$ cat config.mk
export PLATFORM = sky130hd
export DESIGN_NAME = pri_enc_8_to_3
export DESIGN_NICKNAME = d
export VERILOG_FILES = /design/src/rtl/pri_enc_pkg.sv /design/src/rtl/pri_enc_core.sv /design/src/rtl/pri_enc_8_to_3.sv
export SDC_FILE = /design/constraint.sdc
export NUM_CORES = 1
export LEC_CHECK = 0
export ABC_AREA = 1
export CORE_AREA = 2 2 39 41
export CTS_BUF_LIST = sky130_fd_sc_hd__clkbuf_4
export DETAILED_ROUTE_END_ITERATION = 8
export DIE_AREA = 0 0 41 43
export PLACE_DENSITY = 0.41
export RECOVER_POWER = 25
export SYNTH_ARGS = -nofsm -noshare
export SYNTH_HDL_FRONTEND = slang
export SYNTH_HIERARCHICAL = 1
export SYNTH_SLANG_ARGS = --single-unit
$ cat constraint.sdc
create_clock -name clk -period 0.8 [get_ports clk]
set_input_delay 0.12 -clock clk [delete_from_list [all_inputs] [get_ports clk]]
set_output_delay 0.12 -clock clk [all_outputs]
set_load 0.005 [all_outputs]
$ cat src/rtl/pri_enc_pkg.sv
// -----------------------------------------------------------------------------
// pri_enc_pkg
// Shared constants for the 8-to-3 priority encoder.
//   IN_W  : width of the request vector (fixed at 8 for this block)
//   OUT_W : width of the encoded index, clog2(IN_W), covering indices 0..7
// -----------------------------------------------------------------------------
package pri_enc_pkg;

    localparam int IN_W  = 8;
    localparam int OUT_W = $clog2(IN_W);

endpackage : pri_enc_pkg

$ cat src/rtl/pri_enc_core.sv
// -----------------------------------------------------------------------------
// pri_enc_core
// Purely combinational priority scan: finds the most significant set bit of d.
// Ports:
//   d      in  [IN_W-1:0]   request vector, bit i = request at index i
//   a_next out [OUT_W-1:0]  index of the highest set bit (0 when d is zero)
//   v_next out              1 when any bit of d is set
// -----------------------------------------------------------------------------
module pri_enc_core #(
    parameter int IN_W  = pri_enc_pkg::IN_W,
    parameter int OUT_W = pri_enc_pkg::OUT_W
) (
    input  logic [IN_W-1:0]  d,
    output logic [OUT_W-1:0] a_next,
    output logic             v_next
);

    import pri_enc_pkg::*;

    always_comb begin
        // Defaults first so an all-zero request yields a defined index of 0.
        a_next = '0;
        v_next = |d;
        // Ascending scan: a later (higher) set bit overwrites any lower one,
        // so the final value is the most significant request.
        for (int i = 0; i < IN_W; i++) begin
            if (d[i]) begin
                a_next = OUT_W'(i);
            end
        end
    end

endmodule : pri_enc_core

$ cat src/rtl/pri_enc_8_to_3.sv
// -----------------------------------------------------------------------------
// pri_enc_8_to_3
// Registered 8-to-3 priority encoder. D[7] has the highest priority.
// One cycle of latency from D to A/V; no combinational path from D to outputs.
// Ports:
//   clk  in       rising-edge clock
//   rst  in       asynchronous, active-high reset; clears A and V at once
//   D    in  [7:0] request vector
//   A    out [2:0] registered index of the highest set request bit
//   V    out       registered valid, 1 when D was non-zero at the sampling edge
// -----------------------------------------------------------------------------
module pri_enc_8_to_3 #(
    parameter int IN_W  = pri_enc_pkg::IN_W,
    parameter int OUT_W = pri_enc_pkg::OUT_W
) (
    input  logic             clk,
    input  logic             rst,
    input  logic [IN_W-1:0]  D,
    output logic [OUT_W-1:0] A,
    output logic             V
);

    import pri_enc_pkg::*;

    logic [OUT_W-1:0] a_next;
    logic             v_next;
    logic [OUT_W-1:0] a_reg;
    logic             v_reg;

    pri_enc_core #(
        .IN_W  (IN_W),
        .OUT_W (OUT_W)
    ) u_core (
        .d      (D),
        .a_next (a_next),
        .v_next (v_next)
    );

    // Output register stage; reset takes effect without waiting for clk and
    // drops whatever sample would have been captured.
    always_ff @(posedge clk or posedge rst) begin
        if (rst) begin
            a_reg <= '0;
            v_reg <= 1'b0;
        end else begin
            a_reg <= a_next;
            v_reg <= v_next;
        end
    end

    assign A = a_reg;
    assign V = v_reg;

endmodule : pri_enc_8_to_3

* Yosys cells after proc, flatten, opt, wreduce, memory -nomap -nowiden
Index checks and enable logic that the tools add are counted.
** Cells by class
- Muxes and demuxes :: 7
- Reductions and logical operators :: 1
** Operator list (count)
- $mux 3 :: 4
- $reduce_or 8->1 :: 1
- $mux 2 :: 2
- $mux 1 :: 1
** Word-level totals
- Bits in registers :: 4
- Input port bits :: 10
- Output and inout bits :: 4
- Logic and storage cells :: 10

* Logic depth before layout (Yosys ltp)
- Depth in word-level cells :: 7
- Gate-level depth with buffers :: 7
- Mapped depth without buffers :: 7

* Hierarchy
Netlist, hierarchy kept.
** Modules (own cells, without submodules)
- pri_enc_8_to_3 :: times used 1, cells each 5, area an instance 103.8 um2, seq. area each 100.1 um2
- pri_enc_core :: times used 1, cells each 20, area an instance 77.6 um2, seq. area each 0.0 um2

* Least setup slack after synthesis
Ideal clock, no wire load.
- Path type :: input to register
- Start :: in D[3]
- End :: reg v_reg, in the netlist V
- Setup time :: 0.130 ns
- Arrival :: 0.413 ns
- Data required time :: 0.670 ns
- Path slack :: 0.257 ns
- Stages on the path :: 4
- Buffers on the path :: 0
- Path through :: inv_1 -> nand2_1 -> nor3_1 -> nand3_1
** On the way
- Longest elaborated chain between the ends :: 1
** Ends and longest elaborated chain
- from (decl) :: RTL line pri_enc_8_to_3.sv:18 : input logic [IN_W-1:0] D,
- $reduce_or 8->1 :: RTL line pri_enc_core.sv:23 : v_next = |d;
- via v_next :: RTL line pri_enc_8_to_3.sv:26 : logic v_next;
- to (signal assigned) :: RTL line pri_enc_8_to_3.sv:47 : v_reg <= v_next;
- to (decl) :: RTL line pri_enc_8_to_3.sv:28 : logic v_reg;
The timed path passes the listed nets, and every way through them passes these cells.

* Worst setup path after layout
- Start :: reg a_reg[0], in the netlist A[0]
- End :: out A[0]
** RTL lines
- from (decl) :: RTL line pri_enc_8_to_3.sv:27 : logic [OUT_W-1:0] a_reg;
- from (signal assigned) :: RTL line pri_enc_8_to_3.sv:46 : a_reg <= a_next;
- to (decl) :: RTL line pri_enc_8_to_3.sv:19 : output logic [OUT_W-1:0] A,
No word-level cell between the ends.

==> results.yml <==
final_layout:
  diodes: 0
  nets: 54
  fin_cells: 58
  utilization_pct: 25.59
  drive_above_1_share_pct: 26.19
  syn2layout_area_growth_pct: 95.17
  final_common_cell: "nand2_1"
  final_cell_mix: "nand2_1 (9), inv_1 (6), clkdlybuf4s50_1 (6)"
clock_network:
  holdBufCountCts: 0
  clk_pin_slew_ps: 40
  htreeDepth: 1
  cts_buffer_depth: 2
  clock-sinks: 4
  cts-buffers-inserted: 3
  cts_tree: "done"
  post_cts_buffers: 0
  root_buffer: "clkbuf_4"
power_and_ir_drop:
  ir_drop_v: 0.0003502
  p_per_area_nw_per_um2: 1548
  p_leak_uw: 0.0001867
timing:
  fmax_mhz: 1217
  tightest_slew_ps: 188.1
  rsz0062_at_grt: "yes"
  min_period_ps: 821.9
  timing.hold.ws_ps: 152.7
  finalSetupTns_ps: -58.53
  setup_violations: 4
  fin_ws_ps: -21.85
  slew_viol_final: 0
  hold_violations: 0
  slew_headroom_pct: 87.42
  fin_crit_sh_pct: 102.7
status:
  violations: "negative setup slack"
  outcome: "complete, but fails checks"
die:
  rows: 14
  boundaryPins: 14
  die_h_um: 43
  coreArea_um2: 1384
  die_w_um: 41
  initial_core_util_pct: 13.11
  die_area_um2: 1763
hold_path:
  hold_path_class: "in2reg"
  hp-start: "D[1]"
grt:
  grtUsageMet3_pct: 1.571
  grt_pass1_vias: 155
  grt_util_all_layers_pct: 5.025
  overflow: 0
  grt_first_pass_wirelength_um: 538
  grt_max_degree: 5
  antenna_found_initial: 0
  met1_usage_pct: 4.839
  met2_usage_pct: 6.250
  top_usage_layer: "met4"
yosys:
  synth_seq_area_share_pct: 55.17
  synth_area_leader_cell: "dfrtp_1"
  synth_area_leaders: "dfrtp_1 (55%), nand2_1 (21%), inv_1 (14%)"
  syn_inst: 25
  netlist_area_um2: 181.4
  syn_nets: 35
  synth_seq_cells: 4
  synthDistinctLibCells: 6
  ys_warn_count: 6
  synth_top_area_share_pct: 55.17
  postSynthAreaPerCell_um2: 7.257
place:
  place_ws_ps: -226.2
  gp_congestion: 0.6225
  dp.cells: 55
  dpl.hpwl_um: 311.4
  portBuffers: 13
worst_setup_path:
  crit_type: "reg2out"
  cp_slowest_cell: "dfrtp_1"
  required_ps: 680
  path_buf_inv: 1
  start_kind: "flop"
  cp-end-kind: "primary output"
  worstPathMaxFanout: 1
  path_cells: "buf_2"
  arrival_ps: 700
  cp-startpoint: "A[0]$_DFF_PP0_"
  cpPeakStageDelay_ps: 350
  crit_family: "flip-flops"
route:
  vias_per_cell: 3.293
  drt_iter0_drc: 0
  remaining_drc_errors: 0
  wl_per_cell_um: 6.379
  firstDrtPassIters: 1
  ant_nets: 0
  routed_wl_um: 370
  vias: 191
job:
  drv_cap: 0
## power breakdown
| part | switching, uW | total (uW) | internal (uW) |
|---|---|---|---|
| Combinational | 34.6 | 89.0 | 54.5 |
| Clock | 79.2 | 247 | 168 |
| Sequential | 1.40 | 212 | 211 |
| Total | 115 | 548 | 433 |
## tightest hold or removal path: cells and delay by family
family                 cells  cell delay (ps)
and+or+nand+nor            2              110
buffers and inverters      1              120
## cells by family (layout without fill, tap and decap cells)
kind of cell,Yosys count,in the layout,synth area share [%]
buffers and inverters,7,24,14.49
DFF,4,4,55.17
and+or+nand+nor,14,14,30.34
## synthesized netlist by cell type (all sizes together)
master and n:
nand2 10, inv 7, dfrtp 4, nor2 2, nand3 1, nor3 1
## metrics by stage
step	instance area [um^2]	power, uW
2_1_floorplan	181.4	243.0
3_3_place_gp	339.1	311.8
3_5_place_dp	339.1	312.4
4_1_cts	341.6	558.6
5_1_grt	354.1	586.2
6_report	354.1	548.1
## flip-flops by register name, summed over array words and instances (netlist names)
name  flops
A         3
V         1
## area by class of cell
| type | count | area (um^2) |
|---|---|---|
| well taps | 16 | 20.02 |
| inverters | 7 | 26.28 |
| multi-input cells | 14 | 62.56 |
| flip-flops and latches | 4 | 100.1 |
| repair buffers | 14 | 122.6 |
| clock buffers | 3 | 22.52 |
| fillers | 162 | 1030 |
## final timing paths
path	endpoint	slack, ps	cells after the start
max in group asynchronous	V$_DFF_PP0_	450	2
min in group asynchronous	A[0]$_DFF_PP0_	200	2
setup / recovery	A[0]	-20	1
hold / removal	V$_DFF_PP0_	150	3
## layer usage
| layer | vias up | part of all wire (%) |
|---|---|---|
| met5 | - | 0 |
| met4 | 0 | 0 |
| met3 | 0 | 10 |
| met2 | 9 | 51 |
| met1 | 77 | 38 |
| li1 | 105 | - |
## repair_timing
action,4_1_cts,5_1_grt
gates cloned,0,0
endpoints found under the setup margin,4,6
gates resized for setup,16,5
pin swaps,0,2
endpoints found under the hold margin,0,0
(Power assumes the default switching activity.)
